<file path="config.mk">
export PLATFORM = sky130hd
export DESIGN_NAME = seq_detector_flat
export DESIGN_NICKNAME = d
export VERILOG_FILES = /design/src/rtl/seq_detector_if.sv /design/src/rtl/seq_detector.sv /design/src/flat_wrapper.sv
export SDC_FILE = /design/constraint.sdc
export NUM_CORES = 1
export LEC_CHECK = 0
export CORE_MARGIN = 2
export CORE_UTILIZATION = 42
export DETAILED_ROUTE_END_ITERATION = 8
export GPL_ROUTABILITY_DRIVEN = 0
export PLACE_DENSITY = 0.76
export RECOVER_POWER = 100
export SLEW_MARGIN = 30
export SYNTH_ARGS = -nofsm -noshare
export SYNTH_HDL_FRONTEND = slang
export SYNTH_SLANG_ARGS = --single-unit
</file>
<file path="constraint.sdc">
create_clock -name clk -period 1.6 [get_ports clk]
set_input_delay 0.32 -clock clk [delete_from_list [all_inputs] [get_ports clk]]
set_output_delay 0.32 -clock clk [all_outputs]
set_load 0.1 [all_outputs]
</file>
<file path="src/rtl/seq_detector_if.sv">
// seq_detector_if: groups the serial-data handshake and the detector status
// outputs of seq_detector into one bundle.
//   master : drives din, din_valid, clr; observes detect, state, last4,
//            det_count, sat
//   slave  : the detector side (inputs/outputs reversed)
interface seq_detector_if #(
    parameter int CNT_W = 8
);
    logic             din;
    logic             din_valid;
    logic             clr;
    logic             detect;
    logic [2:0]       state;
    logic [3:0]       last4;
    logic [CNT_W-1:0] det_count;
    logic             sat;

    modport master (
        output din, din_valid, clr,
        input  detect, state, last4, det_count, sat
    );

    modport slave (
        input  din, din_valid, clr,
        output detect, state, last4, det_count, sat
    );
endinterface

</file>
<file path="src/rtl/seq_detector.sv">
// seq_detector: overlapping detector for the serial pattern 1011.
//   clk        : single clock, rising edge
//   rst        : asynchronous active-low reset
//   bus.din        : serial data bit, sampled only when bus.din_valid=1
//   bus.din_valid  : qualifies din on this edge
//   bus.clr        : synchronous clear of det_count and sat
//   bus.detect     : registered one-cycle pulse after the edge entering S_1011
//   bus.state      : current FSM state
//   bus.last4      : last four sampled bits, bit 0 newest
//   bus.det_count  : saturating detection counter
//   bus.sat        : sticky, set when det_count reaches all-ones
//
// state  | meaning
// -------+---------------------------------------------
// S_IDLE | no useful prefix of 1011 seen
// S_1    | "1" seen
// S_10   | "10" seen
// S_101  | "101" seen
// S_1011 | full pattern just completed
module seq_detector #(
    parameter int CNT_W = 8
) (
    input  logic          clk,
    input  logic          rst,
    seq_detector_if.slave bus
);
    typedef enum logic [2:0] {
        S_IDLE = 3'b000,
        S_1    = 3'b001,
        S_10   = 3'b010,
        S_101  = 3'b011,
        S_1011 = 3'b100
    } state_t;

    localparam logic [CNT_W-1:0] CNT_MAX = '1;

    state_t           state_q;
    state_t           state_d;
    logic             enter_1011;
    logic             detect_q;
    logic [3:0]       last4_q;
    logic [CNT_W-1:0] count_q;
    logic             sat_q;

    always_ff @(posedge clk or negedge rst) begin
        if (!rst) begin
            state_q <= S_IDLE;
        end else begin
            state_q <= state_d;
        end
    end

    always_comb begin
        state_d = state_q;
        case (state_q)
            S_IDLE: if (bus.din_valid) state_d = bus.din ? S_1    : S_IDLE;
            S_1:    if (bus.din_valid) state_d = bus.din ? S_1    : S_10;
            S_10:   if (bus.din_valid) state_d = bus.din ? S_101  : S_IDLE;
            S_101:  if (bus.din_valid) state_d = bus.din ? S_1011 : S_10;
            S_1011: if (bus.din_valid) state_d = bus.din ? S_1    : S_10;
            // Unused encodings recover even when no data is arriving.
            default: state_d = S_IDLE;
        endcase
    end

    // S_1011 never loops on itself, so "next is S_1011 and current is not"
    // is exactly a valid edge completing the pattern; holding in S_1011
    // during a gap therefore never re-fires detect.
    always_comb begin
        enter_1011 = (state_d == S_1011) && (state_q != S_1011);
    end

    always_ff @(posedge clk or negedge rst) begin
        if (!rst) begin
            detect_q <= 1'b0;
            last4_q  <= 4'b0000;
        end else begin
            detect_q <= enter_1011;
            if (bus.din_valid) begin
                last4_q <= {last4_q[2:0], bus.din};
            end
        end
    end

    // clr wins over a coincident detection; the counter holds at all-ones.
    always_ff @(posedge clk or negedge rst) begin
        if (!rst) begin
            count_q <= '0;
            sat_q   <= 1'b0;
        end else if (bus.clr) begin
            count_q <= '0;
            sat_q   <= 1'b0;
        end else if (enter_1011 && (count_q != CNT_MAX)) begin
            count_q <= count_q + 1'b1;
            if (count_q == CNT_MAX - 1'b1) begin
                sat_q <= 1'b1;
            end
        end
    end

    assign bus.detect    = detect_q;
    assign bus.state     = state_q;
    assign bus.last4     = last4_q;
    assign bus.det_count = count_q;
    assign bus.sat       = sat_q;
endmodule

</file>
<file path="src/flat_wrapper.sv">
// flat-port wrapper written by rule: the top's interface ports become plain ports
module seq_detector_flat 
#(
    parameter int CNT_W = 8
)
  (clk, rst, bus_din, bus_din_valid, bus_clr, bus_detect, bus_state, bus_last4, bus_det_count, bus_sat);
  seq_detector_if #(.CNT_W(CNT_W)) bus_i ();
  input  logic clk;
  input  logic rst;
  input wire logic [$bits(bus_i.din)-1:0] bus_din;
  input wire logic [$bits(bus_i.din_valid)-1:0] bus_din_valid;
  input wire logic [$bits(bus_i.clr)-1:0] bus_clr;
  output wire logic [$bits(bus_i.detect)-1:0] bus_detect;
  output wire logic [$bits(bus_i.state)-1:0] bus_state;
  output wire logic [$bits(bus_i.last4)-1:0] bus_last4;
  output wire logic [$bits(bus_i.det_count)-1:0] bus_det_count;
  output wire logic [$bits(bus_i.sat)-1:0] bus_sat;
  assign bus_i.din = bus_din;
  assign bus_i.din_valid = bus_din_valid;
  assign bus_i.clr = bus_clr;
  assign bus_detect = bus_i.detect;
  assign bus_state = bus_i.state;
  assign bus_last4 = bus_i.last4;
  assign bus_det_count = bus_i.det_count;
  assign bus_sat = bus_i.sat;
  seq_detector #(.CNT_W(CNT_W)) u_core (.clk(clk), .rst(rst), .bus(bus_i));
endmodule
</file>
==> results of run 1 <==
==> final cells by class <==
cell class	count	share of cell area (%)
multi-input combinational	56	31.22
timing repair buffer	39	28.45
tap	27	2.486
clock buffer	3	1.657
clock inverter	1	0.5525
sequential	17	33.43
inverter	8	2.210
==> worst min path at each step <==
stage                                          to           startpoint  depth (start not counted)  slack (ns)
after detailed placement           u_core.bus.sat       u_core.bus.sat                          2        0.56
after floorplan           u_core.bus.det_count[3]                  rst                          0        0.02
after global routing          u_core.bus.last4[3]  u_core.bus.last4[3]                          1        0.55
final                         u_core.bus.last4[3]  u_core.bus.last4[3]                          1        0.53
after CTS                     u_core.bus.last4[2]                  rst                          2        0.33
after global placement             u_core.bus.sat       u_core.bus.sat                          2        0.55
==> power groups by stage <==
stage	clock [mW]	combinational (mW)	sequential [mW]
final	0.240	0.357	0.477
after global routing	0.265	0.370	0.480
after CTS	0.248	0.428	0.487
after detailed placement	0	0.426	0.496
after global placement	0	0.421	0.494
after floorplan	0	0.0513	0.683
==> routing by layer <==
metal  vias up  global-route usage, %
met5         -                      0
met4         0                  8.571
met3         2                  3.067
met2        17                  33.56
met1       400                  25.64
li1        388                      -
==> state kept, by name (all words and copies together) (netlist names) <==
signal / cells
u_core.bus.det_count: 8
u_core.bus.last4: 4
u_core.bus.state: 3
u_core.bus.detect: 1
u_core.bus.sat: 1
==> per-stage QoR <==
step	worst slack, ns	power (mW)	util [%]	cells
floorplan	-0.3413	0.7341	-	83
global placement	-0.2904	0.9148	73.89	146
detailed placement	-0.3600	0.9224	73.89	146
CTS	-0.1901	1.163	76.30	151
global route	-0.2461	1.115	70.70	151
finish	-0.1911	1.073	70.70	151
==> layout by cell type (no fill, tap or decap), types with 2 or more instances in the layout <==
master / instances
nor2b_1: 2
clkbuf_2: 2
dfrtp_4: 6
mux2_2: 3
o41ai_1: 2
buf_12: 7
o32ai_1: 2
mux2i_1: 2
dfrtp_1: 6
o21ai_1: 2
a21oi_1: 5
clkbuf_1: 2
dfrtp_2: 5
or4_1: 3
nand3_1: 3
nand4_1: 2
buf_2: 4
buf_6: 5
buf_4: 14
inv_1: 7
nor2_1: 6
clkdlybuf4s50_1: 2
dlygate4sd3_1: 2
clkbuf_4: 4
nand2_1: 6
==> repair_timing <==
item	CTS	global route
setup buffers	1	0
setup endpoints to repair	4	8
hold buffers	0	0
resized for setup	3	7
pin swaps	1	1
hold endpoints to repair	0	0
==> cell families after synthesis <==
family                     Yosys count  synth area share, %
xor gates and xnor gates             1                1.036
muxes                                5                6.361
AOI/OAI and AO/OA                   18                15.09
adders and majority gates            2                2.958
DFF                                 17                50.30
buffers and inverters               10                4.585
and+or+nand+nor                     30                19.67
==> flow_summary.yaml, run 1 <==
logic_synthesis:
  yosysSeqAreaShare_pct: 50.30
  yosys_most_used_dff: "dfrtp_1"
  synth_common_cells: "dfrtp_1, inv_1, nor2_1, a21oi_1, nand2_1"
  yosysTopAreaCell: "dfrtp_1"
  synth_cell_type_count: 30
  ys_warn_count: 0
  yosysMostFrequentCell: "dfrtp_1"
  syn-cell-area_um2: 845.8
  avgSynthCellArea_um2: 10.19
  synth_edf_count: 0
  synthArstFlopShare_pct: 100.0
  ys_seq_elements: 17
  ys_top_cells_by_area: "dfrtp_1, mux2_2, a21oi_1"
  synth_top_area_share_pct: 50.30
  synth_fp_nets: 90
  synth_cells: 83
grt:
  antenna_found_initial: 0
  grt_max_degree: 18
  grt_pass1_vias: 814
  grt_overflow: 0
  grt.total_usage_pct: 20.03
  grt_pass1_wl_um: 3657
floorplan:
  rows: 16
  coreArea_um2: 1922
  dieArea_um2: 2389
  start_util_pct: 44.01
  die_h_um: 48.88
  io_pins: 22
  die_width_um: 48.88
timing:
  fin_crit_ns: 1.791
  fin_worst_skew_ns: 0.01286
  hold_viol_final: 0
  rsz0062_at_grt: "true"
  setup_ws_ns: -0.1911
  drv_slew: 0
  period_share_pct: 111.9
  setup_viol: 4
  holdWs_ns: 0.5328
  tightest_slew_ns: 0.9001
  max-slew-margin-rel_pct: 39.99
  fmax_mhz: 558.3
  tns_ns: -0.5222
placement:
  post-dp-hpwl_um: 1664
  port_buffers: 21
  placedInstanceArea_um2: 1420
final_layout:
  drive_above_1_share_pct: 49.19
  antennaDiodeCount: 0
  stdcell_area_um2: 1359
  ff_latch_area_um2: 454.2
  areaGrowthSynthToFinish_pct: 60.65
  nFillCells: 154
  nets: 132
  multiInputGateArea_um2: 424.2
setup_path:
  cp.depth: 4
  timing.rr.start: "u_core.bus.state[2]"
  worst-path-buf-inv: 0
  slowest_stage: "dfrtp_4"
  cp-startpoint: "u_core.bus.state[2]"
  arrival_ns: 2.01
  worstRegToRegCells: 4
  crit_required_ns: 1.82
  rrSetupSlack_ns: -0.19
  startpoint_type: "register"
  rr_endpoint: "u_core.bus.sat"
  crit_family: "simple AND/OR/NAND/NOR gates"
  cp_max_fo: 5
  cp-end-kind: "register"
  crit_end: "u_core.bus.sat"
  worstSetupPathType: "reg -> reg"
  path_cells: "nand4b_1 -> or3_4 -> or4_1 -> a21oi_1"
  slowest_delay_ns: 0.50
pwr:
  p_int_uw: 642.1
  seqPwrFrac_pct: 44.4
  clkPwrFrac_pct: 22.3
  combinationalPowerShare_pct: 33.3
  ir_drop_v: 0.0006950
  p_leak_nw: 0.5657
  power_density_nw_per_um2: 789.9
  switching_share_pct: 40.18
  p_sw_uw: 431.2
clock_network:
  clock-sinks: 17
  cts_root_buf: "clkbuf_4"
  cts_buffers: 3
  cts_buffer_depth: 2
  clk_latency_ns: 0.30
  clk_pin_slew_ns: 0.11
  cts_tree: "done"
  htree_num_levels: 1
outcome:
  violations: "setup timing"
  status: "finished, violations left"
drt:
  route.met3.wl_um: 60
  top_layer: "met4"
  postRouteAntennaNets: 0
  via_count: 807
  wl_met2_um: 1178
  first_pass_iters: 4
  drcViolationCount: 0
  viasPerCell: 5.344
  routedLengthMet1_um: 943
  drtIter0Drc: 11
  wire_per_inst_um: 14.58
  wl_um: 2201
worst_hold_path:
  hold_class: "reg -> reg"
run:
  drv_cap: 0
No activity file was read; power rests on OpenSTA's default activity.
==> inputs of run 2 (changes only) <==
--- a/config.mk
+++ b/config.mk
@@ -8,4 +8,5 @@
 export CORE_MARGIN = 2
 export CORE_UTILIZATION = 42
+export CTS_CLUSTER_SIZE = 14
 export DETAILED_ROUTE_END_ITERATION = 8
 export GPL_ROUTABILITY_DRIVEN = 0
==> constraint.sdc (replaced) <==
create_clock -name clk -period 1.6 [get_ports clk]
set_input_delay 0.32 -clock clk [delete_from_list [all_inputs] [get_ports clk]]
set_output_delay 0.32 -clock clk [all_outputs]
set_load 0.005 [all_outputs]
==> run 2 against run 1 <==
  * The run still ends with setup timing left
  * Sequential cell count unchanged
  * Count of clock-buffer cells in the layout up 1
  * Fmax up 4.6%
  * Utilization down 3.4 points
  * Final area down 4.8%
  * Via count up 3.7%
  * Worst setup slack better by 0.078 ns
  * Total power down 19%
  * Sequential power down 1%
  * Clock skew down 0.0058 ns
  * Critical path type unchanged
  * Critical endpoint is now u_core.bus.det_count[7]
  * Highest routed layer unchanged
==> flow_summary.yaml, run 2 (synthesized netlist as in run 1, its figures left out) <==
drt:
  wire_per_inst_um: 13.98
  first_pass_iters: 4
  drtIter0Drc: 15
  viasPerCell: 5.297
  postRouteAntennaNets: 0
  drcViolationCount: 0
  wl_um: 2209
  via_count: 837
timing:
  fmax_mhz: 583.8
  setup_viol: 3
  fin_crit_ns: 1.713
  max-slew-margin-rel_pct: 39.43
  period_share_pct: 107.1
  holdWs_ns: 0.4809
  drv_slew: 0
  rsz0062_at_grt: "true"
  fin_worst_skew_ns: 0.007042
  tns_ns: -0.2448
  tightest_slew_ns: 0.9086
  hold_viol_final: 0
  setup_ws_ns: -0.1129
grt:
  grt_max_degree: 18
  antenna_found_initial: 0
  grt_pass1_wl_um: 3519
  grt_pass1_vias: 804
  grt.total_usage_pct: 19.00
  grt_overflow: 0
clock_network:
  cts_root_buf: "clkbuf_4"
  clk_latency_ns: 0.30
  holdBufCountCts: 0
  htree_num_levels: 1
  cts_buffers: 3
  clock-sinks: 17
  cts_tree: "done"
  cts_buffer_depth: 2
  clk_pin_slew_ns: 0.10
setup_path:
  arrival_ns: 1.94
  slowest_delay_ns: 0.52
  worstSetupPathType: "reg -> reg"
  startpoint_type: "register"
  path_cells: "nand4b_1 -> or3_4 -> or4_4 -> a21oi_2"
  worst-path-buf-inv: 0
  cp-startpoint: "u_core.bus.state[2]"
  crit_family: "simple AND/OR/NAND/NOR gates"
  crit_required_ns: 1.83
  slowest_stage: "or4_4"
  timing.rr.start: "u_core.bus.state[2]"
  cp-end-kind: "register"
  cp_max_fo: 5
final_layout:
  largest_reg_flops: 8
  fin_cells: 158
  ff_latch_area_um2: 426.7
  drive_above_1_share_pct: 24.43
  final_common_cell: "dfrtp_1"
  nets: 139
  antennaDiodeCount: 0
  areaGrowthSynthToFinish_pct: 52.96
  multiInputGateArea_um2: 404.1
  nFillCells: 174
  mostFrequentLayoutCells: "dfrtp_1, buf_4, clkbuf_1"
placement:
  dp_cells: 145
  port_buffers: 21
  place_ws_ns: -0.4524
  post-dp-hpwl_um: 1478
worst_hold_path:
  hold_class: "in -> reg"
  hold_start: "bus_din"
floorplan:
  coreArea_um2: 1922
  die_h_um: 48.88
  start_util_pct: 44.01
  io_pins: 22
  die_width_um: 48.88
  rows: 16
  dieArea_um2: 2389
pwr:
  power_density_nw_per_um2: 668.2
  ir_drop_v: 0.0004619
  p_leak_nw: 0.5980
  totalPowerFinal_uw: 864.5
run:
  drv_cap: 0
outcome:
  status: "finished, violations left"
  violations: "setup timing"
==> run 2: repair_timing <==
action | 4_1_cts | 5_1_grt
pin swaps | 5 | 2
buffers inserted | 6 | 4
endpoints found under the setup margin | 12 | 13
gates resized for setup | 12 | 10
==> run 2: worst register-to-register path, cell delays in order (launching register included) <==
cell and delay (ns):
dfrtp_1 0.39, nand4b_1 0.22, or3_4 0.38, or4_4 0.52, a21oi_2 0.13
==> run 2: path summary, 6_finish.rpt <==
| kind | to | slack (ns) | depth (start not counted) |
|---|---|---|---|
| worst min register to register | u_core.bus.last4[3] | 0.51 | 1 |
| worst min-delay path | u_core.bus.state[1] | 0.48 | 3 |
| max in group asynchronous | u_core.bus.det_count[4] | 0.32 | 2 |
| worst max register to register | u_core.bus.det_count[7] | -0.11 | 4 |
| min in group asynchronous | u_core.bus.state[1] | 0.66 | 2 |
| worst max-delay path | u_core.bus.det_count[7] | -0.11 | 4 |
==> run 2: layout make-up <==
class	count	share of cell area, %
Multi-Input combinational cell	56	31.24
Timing Repair Buffer	46	28.82
Sequential cell	17	32.98
Clock buffer	4	2.031
Inverter	8	2.321
Tap cell	27	2.611
==> run 2: per-stage QoR <==
step | cell area [um2] | util, %
6_report | 1294 | 67.32
5_1_grt | 1294 | 67.32
4_1_cts | 1270 | 66.08
3_5_place_dp | 1201 | 62.50
3_3_place_gp | 1201 | 62.50
2_1_floorplan | 845.8 | -
==> run 2: power by group <==
part	switching (mW)	total, mW	internal (mW)	leakage, nW
Combinational	0.0716	0.158	0.0861	0.357
Clock	0.140	0.237	0.0973	0.0150
Sequential	0.0146	0.470	0.455	0.226
Total	0.226	0.865	0.638	0.598
==> run 2: routing by layer <==
| metal | up-vias | global-route usage, % | part of all wire, % |
|---|---|---|---|
| li1 | 400 | - | - |
| met1 | 404 | 23.76 | 41 |
| met2 | 28 | 32.19 | 51 |
| met3 | 5 | 3.681 | 6.0 |
| met4 | 0 | 7.619 | 1.6 |
| met5 | - | 0 | 0 |
==> inputs of run 3 (changes only) <==
SLEW_MARGIN = 20   (was 30)
==> results of run 3 <==
The final DEF is identical to that of run 2; final timing and power are the same.
